==> src/rtl/chrom_serial_loader.sv <==
`default_nettype none
// ============================================================================
// Module  : chrom_serial_loader
// Brief   : Assembles a chromosome from a valid/ready byte stream in a shadow
//           register and commits it atomically to the evaluator.
// Rev     : 1.0
// ============================================================================
module chrom_serial_loader #(
  parameter int ROW       = 1,
  parameter int COL       = 3,
  parameter int OUT       = 2,
  parameter int BITS_ELEM = 1,
  parameter int BITS_MAT  = ROW * COL * 16,
  parameter int CHROM_W   = BITS_MAT + BITS_ELEM * OUT,
  parameter int NBYTES    = (CHROM_W + 7) / 8,
  parameter logic [CHROM_W-1:0] INIT_CHROM = '0
) (
  input  logic                             clk,
  input  logic                             rst,
  input  logic                             load_start,
  input  logic [7:0]                       s_data,
  input  logic                             s_valid,
  output logic                             s_ready,
  output logic [CHROM_W-1:0]               chrom_out,
  output logic                             chrom_valid,
  output logic                             chrom_update,
  output logic                             busy,
  output logic [$clog2(NBYTES+1)-1:0]      byte_cnt
);

  localparam int CNT_W = $clog2(NBYTES + 1);
  localparam logic [CNT_W-1:0] c_last_byte = CNT_W'(NBYTES - 1);

  typedef enum logic [1:0] {
    S_IDLE   = 2'd0,
    S_RECV   = 2'd1,
    S_COMMIT = 2'd2
  } state_t;

  state_t             r_state;
  state_t             w_state_next;
  logic [CHROM_W-1:0] r_shadow;
  logic [CNT_W-1:0]   r_byte_cnt;
  logic [CHROM_W-1:0] r_chrom;
  logic               r_chrom_valid;
  logic               r_chrom_update;
  logic               w_accept;

  // A restart request takes priority over a byte offered in the same cycle.
  assign s_ready  = (r_state == S_RECV) && !load_start;
  assign w_accept = s_valid && s_ready;

  always_comb begin
    w_state_next = r_state;
    case (r_state)
      S_IDLE: begin
        if (load_start) w_state_next = S_RECV;
      end
      S_RECV: begin
        if (load_start)                                w_state_next = S_RECV;
        else if (w_accept && r_byte_cnt == c_last_byte) w_state_next = S_COMMIT;
      end
      S_COMMIT: begin
        w_state_next = load_start ? S_RECV : S_IDLE;
      end
      default: w_state_next = S_IDLE;
    endcase
  end

  always_ff @(posedge clk) begin
    if (rst) r_state <= S_IDLE;
    else     r_state <= w_state_next;
  end

  always_ff @(posedge clk) begin
    if (rst)                          r_byte_cnt <= '0;
    else if (load_start)              r_byte_cnt <= '0;
    else if (w_accept)                r_byte_cnt <= r_byte_cnt + 1'b1;
    else if (w_state_next == S_IDLE)  r_byte_cnt <= '0;
  end

  // Bit-wise write lets the unused top bits of the final byte fall away.
  always_ff @(posedge clk) begin
    if (rst) begin
      r_shadow <= '0;
    end else if (w_accept) begin
      for (int b = 0; b < CHROM_W; b++) begin
        if (r_byte_cnt == CNT_W'(b / 8)) r_shadow[b] <= s_data[b % 8];
      end
    end
  end

  always_ff @(posedge clk) begin
    if (rst) begin
      r_chrom        <= INIT_CHROM;
      r_chrom_valid  <= 1'b0;
      r_chrom_update <= 1'b0;
    end else begin
      r_chrom_update <= (r_state == S_COMMIT);
      if (r_state == S_COMMIT) begin
        r_chrom       <= r_shadow;
        r_chrom_valid <= 1'b1;
      end
    end
  end

  assign chrom_out    = r_chrom;
  assign chrom_valid  = r_chrom_valid;
  assign chrom_update = r_chrom_update;
  assign busy         = (r_state != S_IDLE);
  assign byte_cnt     = r_byte_cnt;

endmodule
`default_nettype wire

==> config.mk <==
export PLATFORM = sky130hd
export DESIGN_NAME = chrom_serial_loader
export DESIGN_NICKNAME = d
export VERILOG_FILES = /design/src/rtl/chrom_serial_loader.sv
export SDC_FILE = /design/constraint.sdc
export NUM_CORES = 1
export LEC_CHECK = 0
export CAP_MARGIN = 30
export CORE_MARGIN = 2
export CORE_UTILIZATION = 24
export CTS_CLUSTER_DIAMETER = 50
export CTS_CLUSTER_SIZE = 30
export DETAILED_ROUTE_END_ITERATION = 10
export PLACE_DENSITY = 0.5
export SLEW_MARGIN = 20
export SYNTH_ARGS = -nofsm -noshare
export SYNTH_HDL_FRONTEND = slang
export SYNTH_SLANG_ARGS = --single-unit
==> constraint.sdc <==
create_clock -name clk -period 1.2 [get_ports clk]
set_input_delay 0.12 -clock clk [delete_from_list [all_inputs] [get_ports clk]]
set_output_delay 0.12 -clock clk [all_outputs]
set_load 0.05 [all_outputs]
## Word level (Yosys, flattened, before mapping)

Cells that the tools add are included.

| cells by class | value |
|---|---|
| add/subtract/negate cells | 1 |
| eq/ne operators | 8 |
| multiplexer cells | 7 |
| reduce and logical (&&, ||, !) cells | 17 |

Operators with widths:

| kind | number |
|---|---|
| 2-bit AND reduction | 7 |
| 3-bit == test, second input constant | 3 |
| 3-bit by 2-bit == test with 1-bit output, second input constant | 2 |
| 2-bit 2-to-1 mux | 3 |
| 3-bit 2-to-1 mux | 2 |
| 2-bit one-hot mux with 3 select lines | 1 |
| 2-bit zero test | 2 |
| 2-bit nonzero test | 2 |
| 3-bit by 1-bit adder with 3-bit output, second input constant | 1 |
| 3-bit by 1-bit == test with 1-bit output, second input constant | 1 |
| 1-bit logical AND | 3 |
| 3-bit zero test | 1 |
| 2-bit by 1-bit == test with 1-bit output, second input constant | 1 |
| 2-bit == test, second input constant | 1 |
| 2-bit OR reduction | 1 |
| 1-bit zero test | 1 |
| 1-bit 2-to-1 mux | 1 |

| word-level totals | value |
|---|---|
| register bits | 107 |
| bits of input ports | 12 |
| output and inout bits | 57 |
| logic and storage cells | 45 |

## Longest topological paths before layout

| logic depth | value |
|---|---|
| depth after elaboration | 10 |
| gate-level depth with buffers | 5 |

## Worst setup path after synthesis

OpenSTA, ideal clock, no wires.

| path | value |
|---|---|
| path kind | reg-to-reg |
| start | register r_state[0] |
| end | register r_shadow[17] |
| library setup time | 0.125 ns |
| arrival time | 1.609 ns |
| path slack | -0.534 ns |
| stages on the path, launching flop included | 4 |
| path buffers | 0 |
| period minus slack after synthesis | 1.734 ns |
| cell sequence | dfxtp_1 -> nor3b_4 -> nand3_2 -> mux2i_1 |

| between the ends | value |
|---|---|
| word-level cells in the longest chain between the ends | 4 |

RTL lines:

| item | line | text |
|---|---|---|
| start: declaration | 40 | `state_t r_state;` |
| start signal: assignment | 72 | `else r_state <= w_state_next;` |
| 2-bit by 1-bit == test with 1-bit output | 50 | `assign s_ready = (r_state == S_RECV) && !load_start;` |
| 1-bit logical AND | 50 |  |
| via s_ready | 23 | `output logic s_ready,` |
| 1-bit logical AND | 51 | `assign w_accept = s_valid && s_ready;` |
| 2-bit AND reduction (no source line) | n/a |  |
| end signal: indexed assignment | 88 | `if (r_byte_cnt == CNT_W'(b / 8)) r_shadow[b] <= s_data[b % 8];` |
| end: declaration | 42 | `logic [CHROM_W-1:0] r_shadow;` |

The timed path passes the listed nets, and every way through them passes these cells.
A chain may end at the register's enable or synchronous reset.

## Final worst setup path

| path | value |
|---|---|
| start | register r_state[1] |
| end | register r_shadow[20] |

| between the ends | value |
|---|---|
| word-level cells in the longest chain between the ends | 4 |

RTL lines:

| item | line |
|---|---|
| 2-bit by 1-bit == test with 1-bit output | 50 |
| 1-bit logical AND | 50 |
| 1-bit logical AND | 51 |
| 2-bit AND reduction (no source line) | n/a |

Every way passes these cells.

==> results.ini <==
[status]
run_status = finished, violations left
violations = negative setup slack

[timing]
finalSetupTns_ns = -7.01
setup_violation_total_in_the_final_timing_report = 103
hold_violations = 0
rsz0062_at_grt = true
period_needed_ns = 1.35
post-route-worst-setup-slack_ns = -0.147
fmax_ghz = 0.743
slew_violations = 0
period_share_pct = 112
worstMarginPinSlew_ns = 0.506
maxSlewHeadroom_pct = 66.3
finalClockSkew_ns = 0.00557

[clock_network]
cts_sinks = 107
tritoncts.num_buffers = 9
clk_latency_ns = 0.34
cts-root-to-sink-buffers = 2
cts_max_level = 3
worst_setup_hold_path_clk_slew_ns = 0.07
clockRootBuffer = sky130_fd_sc_hd__clkbuf_16
cts_tree = yes

[global_route]
grt_start_max_net_pins = 76
first_global_vias = 3230
global_route_wire_length_before_repair_um = 16800
antenna_found_initial = 0
groute.usage.overall_pct = 12.0
globalRoute.totalOverflow = 0

[layout]
finish.instance_area_um2 = 7110
nNetsFinal = 542
stdcell_count = 749
layout-drive-gt1-share_pct = 49.5
fillerInstances = 1532
n_antenna_cell = 0
layout-area-overhead-vs-synth_pct = 76.7

[yosys]
synth_nets = 446
synthesis.area_um2 = 4030
synthCells = 429
synth_top_area_cell = sky130_fd_sc_hd__dfxtp_1
synth-seq-area-share_pct = 53.2
ys_warn_count = 0
ys_ff_latch = 107
post-synth-top-area-fraction_pct = 53.2
synth.distinct_cells = 22
synthTopCellsByArea = sky130_fd_sc_hd__dfxtp_1 53%, sky130_fd_sc_hd__mux2i_1 13%, sky130_fd_sc_hd__nand2_1 9.3%, sky130_fd_sc_hd__nand2b_1 9.3%, sky130_fd_sc_hd__a21oi_1 6.2%
syn-mean-instance-area_um2 = 9.38

[die]
die-area_um2 = 17800
core_area_um2 = 16500
dieWidth_um = 134
std_cell_rows = 47
initial_core_util_pct = 24.4
die_h_um = 134
design.portCount = 69

[placement]
post-dp-hpwl_um = 6930
placedCellCount = 713
port-buffer-count = 68
placedInstanceArea_um2 = 5730
final_replace_weighted_congestion = 0.785

[detailed_routing]
route.detailed.wl_per_inst_um = 16.2
antenna_left = 0
drt_pre_antenna_iters = 4
detail_route.vias_per_cell = 4.37
drt_iter0_drc = 158
route.detailed.drc = 0
totalWireLength_um = 12100
route.vias.total = 3272

[power_and_ir_drop]
vdd_drop_max_mv = 0.699
power_switching_w = 0.00149
power.switching_fraction_pct = 20.5
power.density_cell_area_nw_per_um2 = 1020
combPwrFrac_pct = 5.0
internal_power_w = 0.00578
power.clock.fraction_pct = 46.0
p_leak_nw = 3.12
power.sequential.fraction_pct = 49.0

[min_path]
min_path_type = in -> reg
holdPathStages = 2

[critical_path]
timing.critical_path.from_type = flip-flop
classification_of_the_worst_setup_path = reg -> reg
crit_fanout = 8
reg2reg_depth = 6
cp_data_required_time_ns = 1.40
timing.critical_path.arrival_ns = 1.55
setup.worst_path.end_class = flip-flop

[run]
cap_viol_max_count = 0

worst paths after layout:
kind / end / startpoint / slack [ns]
worst max-delay path: r_shadow[20]$_SDFFE_PP0P_ / r_state[1]$_SDFF_PP0_ / -0.15
worst min-delay path: chrom_out[9]$_SDFFE_PP0P_ / rst / 0.19
worst max register to register: r_shadow[20]$_SDFFE_PP0P_ / r_state[1]$_SDFF_PP0_ / -0.15
worst min register to register: chrom_out[38]$_SDFFE_PP0P_ / r_shadow[38]$_SDFFE_PP0P_ / 0.46
Yosys cell counts (all sizes together):
library cell / instances
a211oi: 1
a21oi: 50
and3b: 1
and4: 1
and4bb: 1
buf: 2
clkbuf: 25
dfxtp: 107
ha: 5
inv: 4
mux2i: 52
nand2: 100
nand2b: 60
nand3: 6
nand4: 2
nor2: 7
nor2b: 2
nor3b: 1
or2: 1
xnor2: 1
routing by layer:
metal  track usage (%)  vias to the layer above  part of all wire [%]
li1                  -                     1591                     -
met1              14.8                     1595                    42
met2              20.6                       73                    51
met3              3.35                       13                   4.6
met4              3.19                        0                   1.6
met5                 0                        -                     0
power groups by stage:
stage | Sequential (W) | Clock, W | Combinational (W)
finish | 0.00357 | 0.00334 | 0.000363
global route | 0.00357 | 0.00355 | 0.000384
CTS | 0.00356 | 0.00342 | 0.000333
detailed placement | 0.00365 | 0 | 0.000309
global placement | 0.00365 | 0 | 0.000306
floorplan | 0.00365 | 0 | 0.000158
metrics by stage:
stage / hold WS, ns / power [W] / utilization [%] / setup slack [ns]
2_1_floorplan: 0.327 / 0.00381 / - / -0.524
3_3_place_gp: 0.447 / 0.00395 / 34.8 / -0.393
3_5_place_dp: 0.446 / 0.00396 / 34.8 / -0.420
4_1_cts: 0.176 / 0.00731 / 37.3 / -0.130
5_1_grt: 0.206 / 0.00750 / 43.2 / -0.241
6_report: 0.188 / 0.00727 / 43.2 / -0.147
timing repair:
item,in CTS,in global routing
setup buffers,4,6
cloned,0,12
gates resized for setup,14,190
setup endpoints to repair,54,108
hold endpoints to repair,0,0
pin swaps,7,92
hold buffers,0,0
state kept, by name, summed over array words and instances, names as in the netlist:
register      flops
byte_cnt          3
chrom_out        50
chrom_valid       1
chrom_update      1
r_state           2
r_shadow         50
cell type report:
type	instances	area [um^2]	area share, %
well taps	220	275	3.87
inverters	4	15.0	0.211
clock inverters	3	67.6	0.950
clock buffers	12	278	3.91
repair buffers	112	1850	26.1
multi-input cells	291	2460	34.7
flip-flops and latches	107	2160	30.3
logic make-up after synthesis:
kind of cell / after synthesis / synth area share [%]
and+or+nand+nor: 182 / 22.7
muxes: 52 / 12.9
adders and majority gates: 5 / 1.55
AOI/OAI and AO/OA: 51 / 6.40
buffers and inverters: 31 / 3.02
xor gates and xnor gates: 1 / 0.218
DFF: 107 / 53.2
placed cells by master, fill, tap and decap left out, types with 14 or more instances in the layout:
master / Yosys / final
sky130_fd_sc_hd__nand2_4: 0 / 53
sky130_fd_sc_hd__nand2b_1: 60 / 59
sky130_fd_sc_hd__dfxtp_1: 107 / 102
sky130_fd_sc_hd__buf_12: 0 / 62
sky130_fd_sc_hd__buf_4: 1 / 14
sky130_fd_sc_hd__clkbuf_16: 0 / 18
sky130_fd_sc_hd__nand2_2: 0 / 28
sky130_fd_sc_hd__nand2_1: 100 / 19
sky130_fd_sc_hd__mux2i_1: 52 / 52
sky130_fd_sc_hd__buf_6: 0 / 14
sky130_fd_sc_hd__a21oi_2: 0 / 46
critical path, cell delays in order, from the launching register on:
cell                      delay, ns
sky130_fd_sc_hd__dfxtp_4       0.37
sky130_fd_sc_hd__nor3b_4       0.23
sky130_fd_sc_hd__buf_4         0.15
sky130_fd_sc_hd__buf_6         0.11
sky130_fd_sc_hd__nand3_4       0.07
sky130_fd_sc_hd__buf_8         0.16
sky130_fd_sc_hd__mux2i_1       0.12
Power figures use the tool's default switching activity.
==> RTL edit 1: new RTL, config.mk and constraints unchanged <==
The parameter `OUT` goes from 2 to 1.
--- a/src/rtl/chrom_serial_loader.sv
+++ b/src/rtl/chrom_serial_loader.sv
@@ -8,7 +8,7 @@
 module chrom_serial_loader #(
   parameter int ROW       = 1,
   parameter int COL       = 3,
-  parameter int OUT       = 2,
+  parameter int OUT       = 1,
   parameter int BITS_ELEM = 1,
   parameter int BITS_MAT  = ROW * COL * 16,
   parameter int CHROM_W   = BITS_MAT + BITS_ELEM * OUT,
Ports: changed (resized chrom_out); port bits go from 69 to 68. No check against the original RTL was run, so the function may have changed too.
==> RTL edit 1 against the original RTL <==
The flow still finishes with violations (setup timing). Routed wire length fell by 16%. Final area shrank 12%. Die area is 0.46% lower. Sequential cell count fell by 2. Clock skew is 2.1 ps higher. Area after synthesis down 0.47%. Worst setup slack improved by 52 ps. Sequential power down 2%. Power shrank 5.6%. Cell count fell by 2.9%. Highest routed layer unchanged.
==> RTL edit 1: results (changes against the original RTL) <==
Pre-antenna DRT Iters = 6 (+2)
largest net degree at the start of global routing = 82 (+7.9%)
worst vdd ir = 647.9 µV (-7.4%)
top cells by area, synth = dfxtp_1 (52%), mux2i_1 (13%), nand2_1 (9.2%)
DP Area = 5703 µm² (-0.50%)
Iter 0 DRT Violations = 159 (+0.63%)
Placer Congestion = 0.8315 (+6.0%)
Clock Latency Late Sink = 340 ps (about the same)
total track usage = 0.1154 (-0.004753)
share of Yosys cell area claimed by the top area cell type = 0.5247 (-0.007501)
final worst slack = -94.18 ps (+52.35 ps)
drt wl/cell = 14.07 µm (-13%)
Final Instance Count excl. Fillers = 727 (-2.9%)
first-pass GRT wire length = 16,070 µm (-4.2%)
status = finished, violations left
Final Skew = 7.707 ps (+2.138 ps)
sequential share of the synthesized area = 0.5247 (-0.007501)
Distinct cells, synth = 30 (+36%)
failing checks = setup timing
routed vias/inst = 4.150 (-5.0%)
Placed Cells = 702 (-1.5%)
cells after synthesis = 421 (-1.9%)
synthesized net count = 438 (-1.8%)
vias in the first global route = 3,033 (-6.1%)
Commonest cells post-synth = dfxtp_1 (105), nand2_1 (98), mux2i_1 (51), nand2b_1 (51), a21oi_1 (49)
dpl hpwl = 6788 µm (-2.0%)
layout cells sized above 1 = 0.2821 (-0.2132)
CP Data Required Time = 1080 ps (-320 ps)
CP max stage delay = 360 ps
R2R Setup Slk = -80 ps (+70 ps)
Final setup viols = 60 (-42%)
buffers added on ports = 67 (-1.5%)
Nets = 519 (-4.2%)
fillers = 1,634 (+6.7%)
RTL edit 1: changes by cell type after synthesis, sizes merged, moves of 2 or more:
| cell | before | now |
|---|---|---|
| buf | 2 | 16 |
| clkbuf | 25 | 10 |
| dfxtp | 107 | 105 |
| nand2b | 60 | 51 |
| nor3 | 0 | 2 |
| or2b | 0 | 7 |
RTL edit 1: cells by family after synthesis:
family	after synthesis	share of synthesized area
AND/OR/NAND/NOR	178	0.2280
flip-flops	105	0.5247
multiplexers	51	0.1274
AO/OA/AOI/OAI	50	0.06340
buffers and inverters	31	0.03872
adder cells (fa/ha/maj)	5	0.01562
XOR/XNOR	1	0.002187
RTL edit 1: path summary, 6_finish.rpt:
path                start            end  depth (start not counted)
max reg2reg    r_state[1]  chrom_out[13]                          5
min                   rst   r_shadow[44]                          3
min reg2reg  r_shadow[28]  chrom_out[28]                          2
max            r_state[1]        s_ready                          5
RTL edit 1: power breakdown:
group | switching (W) | internal [W]
Combinational | 0.000190 | 0.000171
Sequential | 0.0000124 | 0.00349
Clock | 0.00126 | 0.00175
RTL edit 1: layout make-up:
| type | count | area (µm²) | share of cell area |
|---|---|---|---|
| clock buffers | 12 | 257.7 | 0.04134 |
| well taps | 220 | 275.3 | 0.04415 |
| inverters | 5 | 26.28 | 0.004214 |
| repair buffers | 96 | 1598 | 0.2563 |
| clock inverters | 4 | 48.80 | 0.007827 |
| multi-input cells | 285 | 1908 | 0.3060 |
| flip-flops and latches | 105 | 2121 | 0.3402 |
RTL edit 1: timing repair:
| item | CTS | global route |
|---|---|---|
| cloned | 0 | 2 |
| pin swaps | 8 | 9 |
| resized for setup | 12 | 19 |
| hold endpoints to repair | 0 | 0 |
| setup buffers | 6 | 1 |
| endpoints found under the setup margin | 33 | 100 |
RTL edit 1: critical path: cells and delay by family, from the launching register on:
family / cells / cell delay [ps]
AND/OR/NAND/NOR: 2 / 180
flip-flops: 1 / 360
buffers and inverters: 3 / 290
RTL edit 1: metrics by stage:
| step | utilization | setup TNS (ps) | hold slack, ps | setup slack [ps] |
|---|---|---|---|---|
| global route | 0.3786 | -6486 | 286.4 | -137.5 |
| global placement | 0.3464 | -13350 | 446.6 | -299.4 |
| floorplan | - | -451.5 | 359.5 | -19.82 |
| detailed placement | 0.3464 | -14360 | 446.3 | -418.2 |
| CTS | 0.3709 | -2365 | 273.9 | -110.5 |
| finish | 0.3786 | -2902 | 267.8 | -94.18 |
RTL edit 1: metal layers:
layer,share of wire,GRT usage,vias up
met5,0,0,-
met4,0.012,0.03369,0
met3,0.041,0.03349,9
met2,0.47,0.1868,53
met1,0.47,0.1501,1424
li1,-,-,1531
==> RTL edit 2: new RTL, same settings <==
Without the edit above. The 3 states of `state_t` get a one-hot encoding in 3 bits.
--- a/src/rtl/chrom_serial_loader.sv
+++ b/src/rtl/chrom_serial_loader.sv
@@ -31,10 +31,10 @@
   localparam int CNT_W = $clog2(NBYTES + 1);
   localparam logic [CNT_W-1:0] c_last_byte = CNT_W'(NBYTES - 1);
 
-  typedef enum logic [1:0] {
-    S_IDLE   = 2'd0,
-    S_RECV   = 2'd1,
-    S_COMMIT = 2'd2
+  typedef enum logic [2:0] {
+    S_IDLE   = 3'b001,
+    S_RECV   = 3'b010,
+    S_COMMIT = 3'b100
   } state_t;
 
   state_t             r_state;
Function: same outputs for any inputs over 10 cycles, from zero or initial values and one cycle with rst high; not proved beyond that.
==> RTL edit 2 against the original RTL <==
The run still ends with setup timing left. Worst setup slack worse by 330 ps. Die area grew 3.2%. Worst hold slack lost 61 ps. First-iteration DRC count fell by 32%. Final area is 8.0% lower. Sequential cell count rose by 1. Area after synthesis up 3.3%. Count of clock-buffer cells in the layout is 1 lower. Routed wire length fell by 12%. Maximum frequency shrank 20%. Combinational power shrank 17%. Power is 1.9% lower.
==> RTL edit 2: results (changes against the original RTL) <==
DR WL met3 = 507 µm (-8.5%)
Reg2Reg Launch Point = r_state[0]
CLK BUF = 11 (-1)
global routing usage on met3 = 0.04078 (+0.007293)
reg-to-reg endpoint = r_shadow[14]
R2R Setup Slk = -440 ps (-290 ps)
adder-cell share of the synthesized area = 0.01505 (-0.0004913)
Mapped Area = 4156 µm² (+3.3%)
Max stage delay cell, worst path = or4b_4
final worst hold slack = 127.8 ps (-60.55 ps)
worst reg2reg path depth = 5 (-1)
proportion of synthesized area in mux cells = 0.2432 (+0.1139)
GRT met2 Usage = 0.2065 (+0.0003240)
final worst slack = -473.7 ps (-327.2 ps)
CP max stage delay = 590 ps (+220 ps)
vias in the first global route = 3,176 (-1.7%)
Distinct cells, synth = 27 (+23%)
failing checks = setup timing
Signal buffers = 110 (-1.8%)
largest net degree at the start of global routing = 30 (-61%)
largest fanout on the critical path = 4 (-4)
pre-CTS setup slack = -741.6 ps (-321.7 ps)
Final setup viols = 109 (+5.8%)
Commonest cells post-synth = dfxtp_1 (108), mux2i_1 (101), nand2b_1 (58), nor2_1 (56), clkbuf_1 (14)
status = finished, violations left
met1 Track Usage GR = 0.1553 (+0.006840)
CTS sink count = 108 (+0.93%)
top cells by area, synth = dfxtp_1 (52%), mux2i_1 (24%), nand2b_1 (8.7%)
Iter 0 DRT Violations = 107 (-32%)
fillers = 1,678 (+9.5%)
NonClk Buf Share = 0.2737 (+0.01289)
Nets = 493 (-9.0%)
met1 wire length = 4853 µm (-5.7%)
routed vias/inst = 4.123 (-5.6%)
Placer Congestion = 0.7628 (-2.8%)
Seq/total area = 0.3312 (+0.02804)
Clock buf/inv share = 0.04972 (+0.001157)
Crit path max-delay family = simple AND/OR/NAND/NOR gates
## RTL edit 2: worst max path at each step
stage	startpoint	to	slack [ps]	cells past startpoint
after floorplan	r_state[2]	r_shadow[33]	-380	5
after global placement	load_start	r_shadow[35]	-710	6
after detailed placement	load_start	r_shadow[35]	-740	6
after CTS	r_state[0]	s_ready	-530	5
after global routing	r_state[0]	s_ready	-520	4
final	r_state[0]	s_ready	-470	4
## RTL edit 2: report_power, final
| group | leakage [nW] | switching, W | total [W] | internal [W] |
|---|---|---|---|---|
| Combinational | 1.57 | 0.000169 | 0.000303 | 0.000134 |
| Sequential | 0.872 | 0.00000397 | 0.00359 | 0.00359 |
| Clock | 0.160 | 0.00135 | 0.00324 | 0.00190 |
## RTL edit 2: through the flow
stage	util	TNS [ps]
final	0.3822	-31950
after floorplan	-	-20270
after detailed placement	0.3414	-45120
after CTS	0.3810	-35060
after global routing	0.3822	-38850
after global placement	0.3414	-43780
